`src/rtl/uart_tx_fifo_if.sv`:
```
// Write-side port of the UART transmitter: valid/ready enqueue handshake plus queue occupancy.
// The producer holds the master modport and the transmitter holds the slave modport.
interface uart_tx_fifo_if #(
   parameter int DATA_BITS  = 8,
   parameter int FIFO_DEPTH = 16
);
   logic [DATA_BITS-1:0]        wr_data;
   logic                        wr_valid;
   logic                        wr_ready;
   logic [$clog2(FIFO_DEPTH):0] fifo_count;

   modport master (output wr_data, wr_valid, input wr_ready, fifo_count);
   modport slave  (input wr_data, wr_valid, output wr_ready, fifo_count);
endinterface

```
`src/rtl/uart_tx_fifo.sv`:
```
// Parametrised UART transmitter fed by a power-of-two transmit FIFO.
// Each frame is sent as start, data bits (LSB first), optional parity, then stop bits.
module uart_tx_fifo #(
   parameter int CLKS_PER_BIT = 868,
   parameter int DATA_BITS    = 8,
   parameter int PARITY       = 0,
   parameter int STOP_BITS    = 1,
   parameter int FIFO_DEPTH   = 16
) (
   input  logic           clk,
   input  logic           rst,
   uart_tx_fifo_if.slave  wr,
   output logic           tx,
   output logic           busy
);

   localparam int AW = $clog2(FIFO_DEPTH);
   localparam int CW = AW + 1;
   localparam int TW = $clog2(CLKS_PER_BIT);
   localparam int BW = 4;
   localparam logic [TW-1:0] BIT_LAST = TW'(CLKS_PER_BIT - 1);
   localparam logic          PAR_ODD  = (PARITY == 1);

   if (CLKS_PER_BIT < 2 || DATA_BITS < 5 || DATA_BITS > 9 || PARITY < 0 || PARITY > 2 ||
       (STOP_BITS != 1 && STOP_BITS != 2) || FIFO_DEPTH < 2 ||
       (FIFO_DEPTH & (FIFO_DEPTH - 1)) != 0) begin : g_bad_param
      $error("uart_tx_fifo: illegal parameter combination");
   end

   typedef enum logic [2:0] {S_IDLE, S_START, S_DATA, S_PAR, S_STOP} state_t;

   logic [DATA_BITS-1:0] mem [FIFO_DEPTH];
   logic [AW-1:0]        wr_ptr, rd_ptr;
   logic [CW-1:0]        count;
   logic [DATA_BITS-1:0] head;

   state_t               state;
   logic [TW-1:0]        timer;
   logic [BW-1:0]        bit_cnt;
   logic [DATA_BITS-1:0] shreg;
   logic                 par_bit;

   logic push, pop, bit_end, last_stop;

   assign head          = mem[rd_ptr];
   assign wr.fifo_count = count;
   assign wr.wr_ready   = (count != CW'(FIFO_DEPTH));
   assign push          = wr.wr_valid && wr.wr_ready;
   assign bit_end       = (timer == '0);
   assign last_stop     = (state == S_STOP) && bit_end && (bit_cnt == BW'(STOP_BITS - 1));
   // Words leave the queue only on a frame boundary, never mid-frame.
   assign pop           = (count != '0) && ((state == S_IDLE) || last_stop);

   // NOTE: storage has no reset; stale contents are unreachable once the pointers are cleared.
   always_ff @(posedge clk) begin
      if (push) mem[wr_ptr] <= wr.wr_data;
   end

   // NOTE: non-blocking assignments keep every register updating from pre-edge values.
   always_ff @(posedge clk or posedge rst) begin
      if (rst) begin
         wr_ptr <= '0;
         rd_ptr <= '0;
         count  <= '0;
      end else begin
         if (push) wr_ptr <= wr_ptr + AW'(1);
         if (pop)  rd_ptr <= rd_ptr + AW'(1);
         case ({push, pop})
            2'b10:   count <= count + CW'(1);
            2'b01:   count <= count - CW'(1);
            default: count <= count;
         endcase
      end
   end

   always_ff @(posedge clk or posedge rst) begin
      if (rst) begin
         state   <= S_IDLE;
         tx      <= 1'b1;
         busy    <= 1'b0;
         timer   <= '0;
         bit_cnt <= '0;
         shreg   <= '0;
         par_bit <= 1'b0;
      end else begin
         // Parity is fixed when the word is popped so the shifter can destroy the data.
         if (pop) begin
            shreg   <= head;
            par_bit <= (^head) ^ PAR_ODD;
         end
         case (state)
            S_IDLE: begin
               tx   <= 1'b1;
               busy <= 1'b0;
               if (pop) begin
                  tx    <= 1'b0;
                  busy  <= 1'b1;
                  timer <= BIT_LAST;
                  state <= S_START;
               end
            end
            S_START: begin
               if (bit_end) begin
                  tx      <= shreg[0];
                  shreg   <= shreg >> 1;
                  bit_cnt <= '0;
                  timer   <= BIT_LAST;
                  state   <= S_DATA;
               end else begin
                  timer <= timer - TW'(1);
               end
            end
            S_DATA: begin
               if (bit_end) begin
                  timer <= BIT_LAST;
                  if (bit_cnt == BW'(DATA_BITS - 1)) begin
                     bit_cnt <= '0;
                     if (PARITY != 0) begin
                        tx    <= par_bit;
                        state <= S_PAR;
                     end else begin
                        tx    <= 1'b1;
                        state <= S_STOP;
                     end
                  end else begin
                     tx      <= shreg[0];
                     shreg   <= shreg >> 1;
                     bit_cnt <= bit_cnt + BW'(1);
                  end
               end else begin
                  timer <= timer - TW'(1);
               end
            end
            S_PAR: begin
               if (bit_end) begin
                  tx    <= 1'b1;
                  timer <= BIT_LAST;
                  state <= S_STOP;
               end else begin
                  timer <= timer - TW'(1);
               end
            end
            S_STOP: begin
               if (bit_end) begin
                  timer <= BIT_LAST;
                  if (last_stop) begin
                     bit_cnt <= '0;
                     if (pop) begin
                        tx    <= 1'b0;
                        state <= S_START;
                     end else begin
                        busy  <= 1'b0;
                        state <= S_IDLE;
                     end
                  end else begin
                     bit_cnt <= bit_cnt + BW'(1);
                  end
               end else begin
                  timer <= timer - TW'(1);
               end
            end
            default: state <= S_IDLE;
         endcase
      end
   end

endmodule

```
`src/flat_wrapper.sv`:
```
// flat-port wrapper written by rule: the top's interface ports become plain ports
module uart_tx_fifo_flat 
#(
   parameter int CLKS_PER_BIT = 868,
   parameter int DATA_BITS    = 8,
   parameter int PARITY       = 0,
   parameter int STOP_BITS    = 1,
   parameter int FIFO_DEPTH   = 16
)
  (clk, rst, tx, busy, wr_wr_data, wr_wr_valid, wr_wr_ready, wr_fifo_count);
  uart_tx_fifo_if #(.DATA_BITS(DATA_BITS), .FIFO_DEPTH(FIFO_DEPTH)) wr_i ();
  input  logic clk;
  input  logic rst;
  output logic tx;
  output logic busy;
  input wire logic [$bits(wr_i.wr_data)-1:0] wr_wr_data;
  input wire logic [$bits(wr_i.wr_valid)-1:0] wr_wr_valid;
  output wire logic [$bits(wr_i.wr_ready)-1:0] wr_wr_ready;
  output wire logic [$bits(wr_i.fifo_count)-1:0] wr_fifo_count;
  assign wr_i.wr_data = wr_wr_data;
  assign wr_i.wr_valid = wr_wr_valid;
  assign wr_wr_ready = wr_i.wr_ready;
  assign wr_fifo_count = wr_i.fifo_count;
  uart_tx_fifo #(.CLKS_PER_BIT(CLKS_PER_BIT), .DATA_BITS(DATA_BITS), .PARITY(PARITY), .STOP_BITS(STOP_BITS), .FIFO_DEPTH(FIFO_DEPTH)) u_core (.clk(clk), .rst(rst), .wr(wr_i), .tx(tx), .busy(busy));
endmodule
```
`config.mk`:
```
export PLATFORM = sky130hd
export DESIGN_NAME = uart_tx_fifo_flat
export DESIGN_NICKNAME = d
export VERILOG_FILES = /design/src/rtl/uart_tx_fifo_if.sv /design/src/rtl/uart_tx_fifo.sv /design/src/flat_wrapper.sv
export SDC_FILE = /design/constraint.sdc
export NUM_CORES = 1
export LEC_CHECK = 0
export ABC_AREA = 0
export CAP_MARGIN = 20
export CORE_AREA = 2 2 134 136
export DETAILED_ROUTE_END_ITERATION = 6
export DIE_AREA = 0 0 136 138
export PLACE_DENSITY = 0.62
export REMOVE_ABC_BUFFERS = 1
export SYNTH_ARGS = -nofsm -noshare
export SYNTH_HDL_FRONTEND = slang
export SYNTH_SLANG_ARGS = --single-unit
```
`constraint.sdc`:
```
create_clock -name clk -period 5.31 [get_ports clk]
set_clock_uncertainty 0.05 [all_clocks]
set_input_delay 1.062 -clock clk [delete_from_list [all_inputs] [get_ports clk]]
set_output_delay 1.062 -clock clk [all_outputs]
set_load 0.02 [all_outputs]
```
==> metrics.csv <==
metric,value,unit
status,"complete, no violations",
dp_slack,1.36,ns
synth_top_family_by_area,multiplexers,
leakage,2.83,nW
drv_slew,0,
die_area,18800,µm²
crit_slowest_cell,or4b_1,
synth_mux_area_share,10.8,%
setup_tns,0,ns
pwr-share-comb,11.4,%
critical_path.max_stage_delay,0.51,ns
switching_share,26.1,%
hpwlAfterDp,9030,µm
fin_crit_sh,75.7,%
crit_path_frequent_cell,ha_1,
die_w,136,µm
hold_path_end,u_core.tx,
synth_compound_area_share,5.76,%
nNetsFinal,520,
rrSetupSlack,1.29,ns
row_count,49,
dieHeight,138,µm
startpoint,u_core.timer[0],
synth_xor_area_share,2.55,%
synth_async_sr_flop_share,23.8,%
vias,4014,
grt_max_degree,35,
grt_setup_unrepaired,no,
grt_pass1_vias,4020,
worstMarginPinSlew,0.980,ns
ys.flop_type,edfxtp_1,
cp_max_fo,14,
place_area,7610,µm²
fin_ws,1.29,ns
yosys_warnings,0,
p_sw,832,µW
wl,14300,µm
ys_types,51,
netlist_instances,478,
layout-drive-gt1-share,15.9,%
clk_pin_slew,0.07,ns
crit_arrival,4.32,ns
wl_per_cell,19.4,µm
avgSynthCellArea,15.1,µm²
hp-class,register to register,
holdBufCountCts,0,
finalCriticalPeriod,4.02,ns
cp_cell_sequence,inv_1 > ha_1 > or4b_1 > o41ai_1 > nand2_1 > clkinv_1 > ha_1 > xor2_1 > ha_1 > nor2b_1 > o21ai_0 > a31oi_1 > nor2_1 > xnor2_1,
min-delay-start,u_core.tx,
setup_viol,0,
r2r_cells,14,
portBuffers,18,
instances_no_fill,737,
antenna_found_initial,0,
fin_area,8170,µm²
place_inst,706,
rr_endpoint,u_core.wr.fifo_count[4],
clk_latency,0.42,ns
n_antenna_cell,0,
drc,0,
layout_commonest_cell,edfxtp_1,
root_buffer,clkbuf_16,
clkSinkCount,168,
clock_power_share,37.4,%
yosys.area_share.adder,2.26,%
htree_num_levels,4,
hold_viol,0,
drt_iter0_drc,301,
setup.worst_path.start_class,register,
final_cell_mix,"128 x edfxtp_1, 53 x nand2_1, 38 x nor2_1, 38 x dfrtp_1, 33 x mux4_2",
post_cts_buffers,0,
postCtsResizedCells,0,
p_int,2.36,mW
areaGrowthSynthToFinish,13.4,%
dr.pass1.iters,5,
critPathRequiredTime,5.61,ns
post_drt_via_cell_ratio,5.45,
yosys.area_share.simple,9.01,%
critPathCaptureType,register,
synth-seq-cells,168,
seq_power_share,51.2,%
netlist_area,7210,µm²
fp.coreArea,17500,µm²
clockBufferDepth,2,
grt_first_pass_wirelength,22800,µm
r2r_start,u_core.timer[0],
grt_overflow,0,
p_per_area,391,nW/µm²
synth_edf_count,128,
start_util,41.1,%
max_freq,249,MHz
seq_area_frac_synth,67.3,%
path_class,register to register,
grt_usage,16.3,%
antenna_left,0,
min_path_cells,2,
top_level_ports,19,
cap_violations,0,
utilization,46.6,%
vdd.ir_drop.worst,266,µV
cts_buffers,17,
place.gp.congestion,0.796,
cts_tree,built,
max_slew_margin,34.4,%
[stage by stage]
| stage | hold WS, ns | total power [mW] |
|---|---|---|
| after detailed placement | 0.436 | 2.03 |
| after floorplan | 0.425 | 1.86 |
| after CTS | 0.445 | 3.23 |
| final | 0.440 | 3.19 |
| after global placement | 0.424 | 2.01 |
| after global routing | 0.477 | 3.33 |
[critical path, delay by kind of cell (launching register included)]
kind / cells / cell delay (ns)
adders and majority gates: 3 / 0.76
xor gates and xnor gates: 2 / 0.24
and+or+nand+nor: 4 / 1.24
AOI/OAI and AO/OA: 3 / 0.78
buffers and inverters: 2 / 0.44
DFF: 1 / 0.42
[cell families after synthesis]
group	after synthesis
fa+ha+maj	13
compound gates	63
buf+inv	39
xor+xnor	21
simple gates	138
mux	36
flops	168
[area by class of cell]
class                   count  area (µm²)
fillers                  1530        9360
flip-flops and latches    168        4850
multi-input cells         271        2190
clock buffers              18         429
well taps                 229         287
repair buffers             26         240
clock inverters            13         136
inverters                  12        45.0
[Yosys cell counts (2+ instances only)]
cell type / number / area (µm²)
xnor2_1: 9 / 78.8
a22o_1: 2 / 17.5
a22oi_1: 16 / 120
nor4_1: 2 / 12.5
nor3b_1: 2 / 15.0
o22ai_1: 2 / 12.5
edfxtp_1: 128 / 3840
nand4b_1: 2 / 17.5
buf_6: 3 / 33.8
buf_1: 5 / 18.8
mux2_2: 2 / 22.5
o21ai_0: 12 / 60.1
o211ai_1: 3 / 22.5
mux4_2: 33 / 743
inv_1: 11 / 41.3
or3b_2: 2 / 17.5
nand3_1: 9 / 45.0
ha_1: 13 / 163
nand4_1: 2 / 12.5
nor2_1: 38 / 143
nand2b_1: 5 / 31.3
xor2_1: 12 / 105
or2_2: 3 / 18.8
nor2b_1: 3 / 18.8
nand3b_1: 5 / 37.5
a31oi_1: 8 / 50.1
buf_2: 3 / 15.0
and2_1: 2 / 12.5
nor3_1: 5 / 25.0
clkbuf_1: 16 / 60.1
dfrtp_1: 39 / 976
nand2_1: 53 / 199
a21oi_1: 10 / 50.1
[sequential cells by signal, indices dropped and copies added, names as in the netlist]
name                  cells
u_core.bit_cnt            4
u_core.busy               1
u_core.mem              128
u_core.rd_ptr             4
u_core.shreg              8
u_core.state              3
u_core.timer             10
u_core.tx                 1
u_core.wr.fifo_count      5
u_core.wr_ptr             4
[per-layer routing]
| metal | up-vias | global-route usage, % | wire length, µm |
|---|---|---|---|
| met3 | 19 | 4.25 | 722 |
| met2 | 112 | 25.9 | 7240 |
| li1 | 1850 | - | - |
| met4 | 0 | 6.41 | 254 |
| met1 | 2033 | 21.4 | 6080 |
| met5 | - | 0 | 0 |
[worst max path at each step]
stage	end	slack [ns]
2_1_floorplan	u_core.wr.fifo_count[4]	1.91
3_3_place_gp	u_core.wr.fifo_count[4]	1.54
3_5_place_dp	u_core.wr.fifo_count[4]	1.36
4_1_cts	u_core.wr.fifo_count[4]	1.29
5_1_grt	u_core.wr.fifo_count[4]	0.86
6_report	u_core.wr.fifo_count[4]	1.29
[power by group through the flow]
stage / combinational (mW) / sequential [mW] / clock, mW
6_report: 0.365 / 1.63 / 1.19
5_1_grt: 0.408 / 1.65 / 1.28
4_1_cts: 0.370 / 1.63 / 1.22
3_5_place_dp: 0.369 / 1.66 / 0
3_3_place_gp: 0.360 / 1.65 / 0
2_1_floorplan: 0.205 / 1.66 / 0
Note: power is estimated with default switching activity, not from simulation.
